## config.mk

```make
export PLATFORM = sky130hd
export DESIGN_NAME = wb_master_arbiter
export DESIGN_NICKNAME = d
export VERILOG_FILES = /design/src/rtl/wb_arb_pkg.sv /design/src/rtl/wb_arb_watchdog.sv /design/src/rtl/wb_master_arbiter.sv
export SDC_FILE = /design/constraint.sdc
export NUM_CORES = 1
export LEC_CHECK = 0
export ABC_CLOCK_PERIOD_IN_PS = 2500
export CORE_AREA = 2 2 126 128
export DETAILED_ROUTE_END_ITERATION = 16
export DIE_AREA = 0 0 128 130
export HOLD_SLACK_MARGIN = 0.08
export PLACE_DENSITY_LB_ADDON = 0.3
export SETUP_SLACK_MARGIN = 0.3
export SYNTH_ARGS = -nofsm -noshare
export SYNTH_HDL_FRONTEND = slang
export SYNTH_SLANG_ARGS = --single-unit
```

## constraint.sdc

```tcl
create_clock -name clk -period 2.5 [get_ports clk]
set_clock_uncertainty 0.2 [all_clocks]
set_input_delay 0.25 -clock clk [delete_from_list [all_inputs] [get_ports clk]]
set_output_delay 0.25 -clock clk [all_outputs]
set_load 0.05 [all_outputs]
```

## src/rtl/wb_arb_pkg.sv

```systemverilog
// Shared types for the two-master Wishbone arbiter: FSM states and the master-to-slave payload.
package wb_arb_pkg;

  localparam int unsigned ADR_W = 32;
  localparam int unsigned DAT_W = 32;
  localparam int unsigned SEL_W = 4;

  typedef enum logic [1:0] {
    ARB_IDLE = 2'd0,
    ARB_M0   = 2'd1,
    ARB_M1   = 2'd2
  } arb_state_t;

  typedef struct packed {
    logic [ADR_W-1:0] adr;
    logic [DAT_W-1:0] dat;
    logic [SEL_W-1:0] sel;
    logic             we;
    logic             cyc;
    logic             stb;
  } wb_m2s_t;

endpackage

```

## src/rtl/wb_arb_watchdog.sv

```systemverilog
// Bus watchdog: counts unanswered strobe cycles, pulses expire, keeps a sticky timeout flag.
module wb_arb_watchdog #(
  parameter int unsigned TIMEOUT_CYCLES = 256,
  parameter int unsigned CNT_W          = $clog2(TIMEOUT_CYCLES + 1)
) (
  input  logic clk,
  input  logic reset_n,
  input  logic busy,
  input  logic done,
  output logic expire,
  output logic timeout
);

  localparam logic [CNT_W-1:0] LAST = CNT_W'(TIMEOUT_CYCLES - 1);

  logic [CNT_W-1:0] count_q;
  logic             expire_q;
  logic             timeout_q;

  // Count only while a strobe waits unanswered; any pause or answer restarts the window.
  always_ff @(posedge clk or negedge reset_n) begin
    if (!reset_n) begin
      count_q   <= '0;
      expire_q  <= 1'b0;
      timeout_q <= 1'b0;
    end else begin
      if (busy && !done) begin
        if (count_q == LAST) begin
          count_q  <= '0;
          expire_q <= 1'b1;
        end else begin
          count_q  <= count_q + CNT_W'(1);
          expire_q <= 1'b0;
        end
      end else begin
        count_q  <= '0;
        expire_q <= 1'b0;
      end
      // A late answer landing in the expiry cycle wins over the timeout.
      if (expire_q && !done) begin
        timeout_q <= 1'b1;
      end
    end
  end

  assign expire  = expire_q;
  assign timeout = timeout_q;

endmodule

```

## src/rtl/wb_master_arbiter.sv

```systemverilog
// Two-master Wishbone arbiter with cycle-locked grants and a hung-slave watchdog.
module wb_master_arbiter
  import wb_arb_pkg::*;
#(
  parameter int unsigned TIMEOUT_CYCLES = 256,
  parameter int unsigned FIXED_PRIO     = 0,
  parameter int unsigned CNT_W          = $clog2(TIMEOUT_CYCLES + 1)
) (
  input  logic        clk,
  input  logic        reset_n,
  input  logic [31:0] m0_adr_i,
  input  logic [31:0] m0_dat_i,
  input  logic [3:0]  m0_sel_i,
  input  logic        m0_we_i,
  input  logic        m0_cyc_i,
  input  logic        m0_stb_i,
  output logic [31:0] m0_dat_o,
  output logic        m0_ack_o,
  output logic        m0_err_o,
  input  logic [31:0] m1_adr_i,
  input  logic [31:0] m1_dat_i,
  input  logic [3:0]  m1_sel_i,
  input  logic        m1_we_i,
  input  logic        m1_cyc_i,
  input  logic        m1_stb_i,
  output logic [31:0] m1_dat_o,
  output logic        m1_ack_o,
  output logic        m1_err_o,
  output logic [31:0] s_adr_o,
  output logic [31:0] s_dat_o,
  output logic [3:0]  s_sel_o,
  output logic        s_we_o,
  output logic        s_cyc_o,
  output logic        s_stb_o,
  input  logic [31:0] s_dat_i,
  input  logic        s_ack_i,
  input  logic        s_err_i,
  output logic [1:0]  grant_o,
  output logic        timeout_o
);

  arb_state_t state_q, state_d;
  logic       last_q, last_d;   // 1: m1 owned the bus most recently
  logic       req0, req1;
  logic       own0, own1;
  logic       expire;
  wb_m2s_t    m0_req, m1_req, own_req;

  assign req0 = m0_cyc_i & m0_stb_i;
  assign req1 = m1_cyc_i & m1_stb_i;

  always_ff @(posedge clk or negedge reset_n) begin
    if (!reset_n) begin
      state_q <= ARB_IDLE;
      last_q  <= 1'b1;
    end else begin
      state_q <= state_d;
      last_q  <= last_d;
    end
  end

  // Grant is held for the whole cycle; on release the other master takes over directly.
  always_comb begin
    state_d = state_q;
    last_d  = last_q;
    case (state_q)
      ARB_IDLE: begin
        if (req0 && (!req1 || (FIXED_PRIO != 0) || last_q)) begin
          state_d = ARB_M0;
        end else if (req1) begin
          state_d = ARB_M1;
        end
      end
      ARB_M0: begin
        if (!m0_cyc_i) begin
          state_d = req1 ? ARB_M1 : ARB_IDLE;
        end
      end
      ARB_M1: begin
        if (!m1_cyc_i) begin
          state_d = req0 ? ARB_M0 : ARB_IDLE;
        end
      end
      default: state_d = ARB_IDLE;
    endcase
    if (state_d == ARB_M0) begin
      last_d = 1'b0;
    end else if (state_d == ARB_M1) begin
      last_d = 1'b1;
    end
  end

  assign m0_req = {m0_adr_i, m0_dat_i, m0_sel_i, m0_we_i, m0_cyc_i, m0_stb_i};
  assign m1_req = {m1_adr_i, m1_dat_i, m1_sel_i, m1_we_i, m1_cyc_i, m1_stb_i};

  always_comb begin
    own_req = '0;
    case (state_q)
      ARB_M0:  own_req = m0_req;
      ARB_M1:  own_req = m1_req;
      default: own_req = '0;
    endcase
  end

  assign own0 = (state_q == ARB_M0);
  assign own1 = (state_q == ARB_M1);

  assign s_adr_o = own_req.adr;
  assign s_dat_o = own_req.dat;
  assign s_sel_o = own_req.sel;
  assign s_we_o  = own_req.we;
  assign s_cyc_o = own_req.cyc;
  assign s_stb_o = own_req.stb & ~expire;

  // Only the owner sees ack/err; a forced err is dropped if the slave answers in the same cycle.
  assign m0_ack_o = own0 & s_ack_i;
  assign m1_ack_o = own1 & s_ack_i;
  assign m0_err_o = own0 & (s_err_i | (expire & s_cyc_o & ~s_ack_i));
  assign m1_err_o = own1 & (s_err_i | (expire & s_cyc_o & ~s_ack_i));
  assign m0_dat_o = (state_q != ARB_IDLE) ? s_dat_i : '0;
  assign m1_dat_o = (state_q != ARB_IDLE) ? s_dat_i : '0;
  assign grant_o  = {own1, own0};

  wb_arb_watchdog #(
    .TIMEOUT_CYCLES(TIMEOUT_CYCLES),
    .CNT_W         (CNT_W)
  ) u_watchdog (
    .clk    (clk),
    .reset_n(reset_n),
    .busy   (s_cyc_o & s_stb_o),
    .done   (s_ack_i | s_err_i),
    .expire (expire),
    .timeout(timeout_o)
  );

endmodule

```

# Word-level counts from Yosys, hierarchy flattened
# Index checks and enable logic that the tools add are counted.
dict set report word_totals {
  inputBits 178
  word_cells 49
  output_inout_bits 142
  register_bits 14
}
dict set report op_classes {
  n_reduce_logical 9
  eq_ne 5
  add_sub_neg 1
  bitwise_logic 14
  n_mux 15
}
# op count
set ops {}
lappend ops {{$pmux 71 s2} 1}
lappend ops {{$mux 32} 1}
lappend ops {{$mux 9} 2}
lappend ops {{$and 1x1->1} 10}
lappend ops {{$mux 2} 5}
lappend ops {{$add 9x1->9 const B} 1}
lappend ops {{$eq 9x8->1 const B} 1}
lappend ops {{$pmux 2 s3} 1}
lappend ops {{$mux 1} 5}
lappend ops {{$eq 2x1->1 const B} 2}
lappend ops {{$eq 2x2->1 const B} 2}
lappend ops {{$reduce_bool 2->1} 2}
lappend ops {{$logic_and 1x1->1} 3}
lappend ops {{$logic_not 1->1} 2}
lappend ops {{$logic_not 2->1} 1}
lappend ops {{$not 1->1} 2}
lappend ops {{$or 1x1->1} 2}
lappend ops {{$logic_or 1x1->1} 1}

# Depth between registers and ports, before layout
dict set report depth {
  depth_word 9
  mapped_depth 10
  ltp_nobuf 9
}

# Modules after synthesis
# Synthesis repeated with hierarchy kept, for this count alone.
dict set report unflattened {
  cells_unflattened 320
  area_unflattened_um2 2403.6
}
# module cells_per_inst seq_area_each_um2 n_inst area_each_um2
set modules_own_cells {}
lappend modules_own_cells {wb_master_arbiter 274 76.3 1 1910.6}
lappend modules_own_cells {wb_arb_watchdog 46 275.3 1 493.0}

# Worst setup path before layout
# Ideal clock, no wire load.
dict set report synth_path {
  path_type {reg-to-output}
  from {reg state_q[0]}
  to {out m1_dat_o[10]}
  slack_ns 0.060
  stages_incl_launch_ff 6
  path_buffers 2
  required_time_ns 2.050
  arrival_time_ns 1.990
  cell_sequence {dfrtp_1 > inv_1 > ha_1 > clkbuf_1 > nor2b_1 > buf_4}
}
dict set report synth_between {
  elab_chain_len 2
}
# element line_no
set synth_lines {}
lappend synth_lines {{start: declaration} wb_master_arbiter.sv:42} ;# arb_state_t state_q, state_d;
lappend synth_lines {{start signal: assignment} wb_master_arbiter.sv:57} ;# state_q <= state_d;
lappend synth_lines {{$reduce_bool 2->1} -}
lappend synth_lines {{$mux 32} -}
lappend synth_lines {{end: declaration} wb_master_arbiter.sv:26} ;# output logic [31:0] m1_dat_o,
# Every way passes these cells.

# Final worst setup path
dict set report layout_path {
  from {reg state_q[1]}
  to {out m0_err_o}
}
dict set report layout_between {
  elab_chain_len 6
  word_cells_on_any_way 7
  classes_between {2 x eq/ne; 1 x mux; 4 x bitwise}
}
# element line_no
set layout_lines {}
lappend layout_lines {{$eq 2x2->1 or $eq 2x1->1 (tied branches)} {wb_master_arbiter.sv:98, wb_master_arbiter.sv:105}}
lappend layout_lines {{$pmux 71 s2} wb_master_arbiter.sv:98} ;# case (state_q)
lappend layout_lines {{$and 1x1->1 (2 in a row)} wb_master_arbiter.sv:118} ;# assign m0_err_o = own0 & (s_err_i | (expire & s_cyc_o & ~s_ack_i));
lappend layout_lines {{$or 1x1->1} wb_master_arbiter.sv:118}
lappend layout_lines {{$and 1x1->1 *} wb_master_arbiter.sv:118}
lappend layout_lines {{end: declaration} wb_master_arbiter.sv:19} ;# output logic m0_err_o,
# Mark *: on every way between the ends. The rest lies on a longest branch, timed or not.

==> results.cfg <==
[synth]
ys_seq_elements = 14
yosysMostFrequentCell = nor2b_1
syn_area_sq_um = 2340
synth_ff_type = dfrtp_1
yosys-top-cells-count = nor2b_1, a22oi_1, buf_4
yosys.area.top_type = nor2b_1
avgSynthCellArea_sq_um = 7.46
netlist_instances = 313
yosys_warnings = 0
synth_async_sr_flop_share_pct = 100
ys_types = 30
synth.area.top_cells = nor2b_1, a22oi_1, dfrtp_1
synth_seq_area_share_pct = 15.1
synth_edf_count = 0
synth_top_cell_area_share_pct = 27.6
syn-num-nets = 497

[power_and_ir_drop]
seqPwrFrac_pct = 3.1
internal-power_mw = 4.33
combinationalPowerShare_pct = 93.6
ir_worst_vdd_uv = 664
p_clk_share_pct = 3.2
p_sw_share_pct = 53.8
power.density_nw_per_um2 = 1360
p_leak_nw = 2.65
power_switching_mw = 5.04

[detailed_routing]
drc = 0
drt_iter0_drc = 193
drt_pre_antenna_iters = 4
wl_microns = 15400
wl_per_cell_microns = 19.2
vias = 3476
vias_per_cell = 4.35
ant_nets = 0

[global_routing]
antenna_found_initial = 1
grt_pass1_wl_microns = 20400
overflow = 0
grt_usage_pct = 15.7
grt_pass1_vias = 3369
grt_max_degree = 37

[sta]
fin_crit_ps = 2230
fin_setup_tns_ps = 0
timing.final.crit_share_pct = 89.3
hold_violations = 0
slew-limit-headroom_pct = 58.9
maxSlewViolCount = 0
setup_violations = 0
max_freq_ghz = 0.448
worst_pin_slew_ps = 614
rsz0062_at_grt = yes

[clock_network]
ctsLongestPathBuffers = 2
hold_buffers = 0
cts-htree-levels = 1
cts_root_buffer = clkbuf_16
cts.sink_count = 14
clk_pin_slew_ps = 50
cts_tree = yes
numCtsBuffers = 3
insertion_delay_ps = 240

[die]
num_rows = 46
die-area_sq_um = 16600
die_h_microns = 130
die_w_microns = 128
io_pins = 320
core-area_sq_um = 15400
start_util_pct = 15.1

[layout]
fillers = 1431
fin_cells = 799
num-nets-final = 791
drive_above_1_share_pct = 44.2
areaGrowthSynthToFinish_pct = 196

[setup_path]
cpPeakStageDelay_ps = 450
reg2reg_from = state_q[1]
required_ps = 2050
critical_path.endpoint = m0_err_o
crit_family = flip-flops
cp.arrival_ps = 1780
critPathLaunch = state_q[1]
cp-end-kind = primary output
cp-start-kind = flop
worst-path-buf-inv = 2
slowest_stage = dfrtp_2
path_class = flop to primary output
reg2reg_depth = 9
reg2reg_to = last_q
reg2reg_slack_ps = 340
crit_fanout = 6
path_cells = inv_4, ha_4, a22o_1, and2_4, a31oi_4, nor2b_2, buf_12
cp.depth = 7

[status]
outcome = finished, final reports clean

[place]
place_inst = 771
portBuffers = 319
place_congestion = 0.908
dpl.hpwl_microns = 11200

[worst_hold_path]
hold_path.class = input port to asynchronous set/reset pin

[job]
cap_violations = 0
cell usage in the layout, fill, tap and decap left out, drive strengths merged:
cell type        n
nand4b           2
diode            1
clkbuf           9
a21o             1
nand4            2
nand2            7
clkdlybuf4s50  178
xnor2            4
or3b             1
a21oi            2
a31oi            4
ha               6
xor2             2
and3             2
o21ai            3
nand3            6
nor2            13
nor2b          103
nor3b            1
dfrtp           13
inv              5
buf            166
a22o             1
a31o             1
and2             3
a22oi           70
dfstp            1
cell families after synthesis:
| group | count (synthesis) | share of synthesized area, % |
|---|---|---|
| flops | 14 | 15.1 |
| simple gates | 140 | 36.6 |
| fa+ha+maj | 6 | 3.21 |
| buf+inv | 65 | 16.9 |
| compound gates | 82 | 25.9 |
| xor+xnor | 6 | 2.25 |
stage by stage:
step	hold slack, ps	util (%)	power (mW)	cell area [sq um]	setup WS [ps]
2_1_floorplan	-246	-	5.17	2510	60.3
3_3_place_gp	245	40.7	7.97	6280	216
3_5_place_dp	250	40.7	8.03	6280	208
4_1_cts	227	43.2	8.95	6660	264
5_1_grt	240	44.8	9.73	6910	217
6_report	194	44.8	9.37	6910	267
repair_timing:
action | CTS | global route
hold endpoints to repair | 0 | 0
gates resized for setup | 29 | 16
cloned | 4 | 6
buffers inserted | 8 | 5
pin swaps | 3 | 2
endpoints found under the setup margin | 74 | 69
layer usage:
layer / track usage, % / up-vias / part of all wire (%)
li1: - / 1655 / -
met1: 18.2 / 1641 / 39
met2: 28.9 / 163 / 52
met3: 3.65 / 17 / 7.5
met4: 4.27 / 0 / 1.9
met5: 0 / - / 0
power groups by stage:
stage / clock (mW) / sequential (mW) / combinational (mW)
final: 0.302 / 0.294 / 8.77
after global routing: 0.319 / 0.298 / 9.11
after CTS: 0.309 / 0.293 / 8.35
after detailed placement: 0 / 0.287 / 7.74
after global placement: 0 / 0.285 / 7.69
after floorplan: 0 / 0.280 / 4.89
worst min path at each step:
stage                       startpoint                     to  slack, ps
global route                   reset_n  u_watchdog.count_q[3]        240
CTS                            reset_n  u_watchdog.count_q[3]        230
floorplan                      reset_n             state_q[0]       -250
detailed placement  u_watchdog.timeout     u_watchdog.timeout        250
finish                         reset_n  u_watchdog.count_q[3]        190
global placement    u_watchdog.timeout     u_watchdog.timeout        240
sequential cells by signal (all words and copies together) (netlist names):
signal	flops
last_q	1
state_q	2
u_watchdog.count_q	9
u_watchdog.expire	1
u_watchdog.timeout	1
layout make-up:
type                       count  area (sq um)  area share (%)
multi-input combinational    234          1920            27.9
tap                          192           240            3.48
clock buffer                   4          78.8            1.14
antenna                        1          2.50          0.0362
inverter                       5          23.8           0.344
sequential                    14           354            5.12
timing repair buffer         349          4290            62.0
Note: power is estimated with default switching activity, not from simulation.
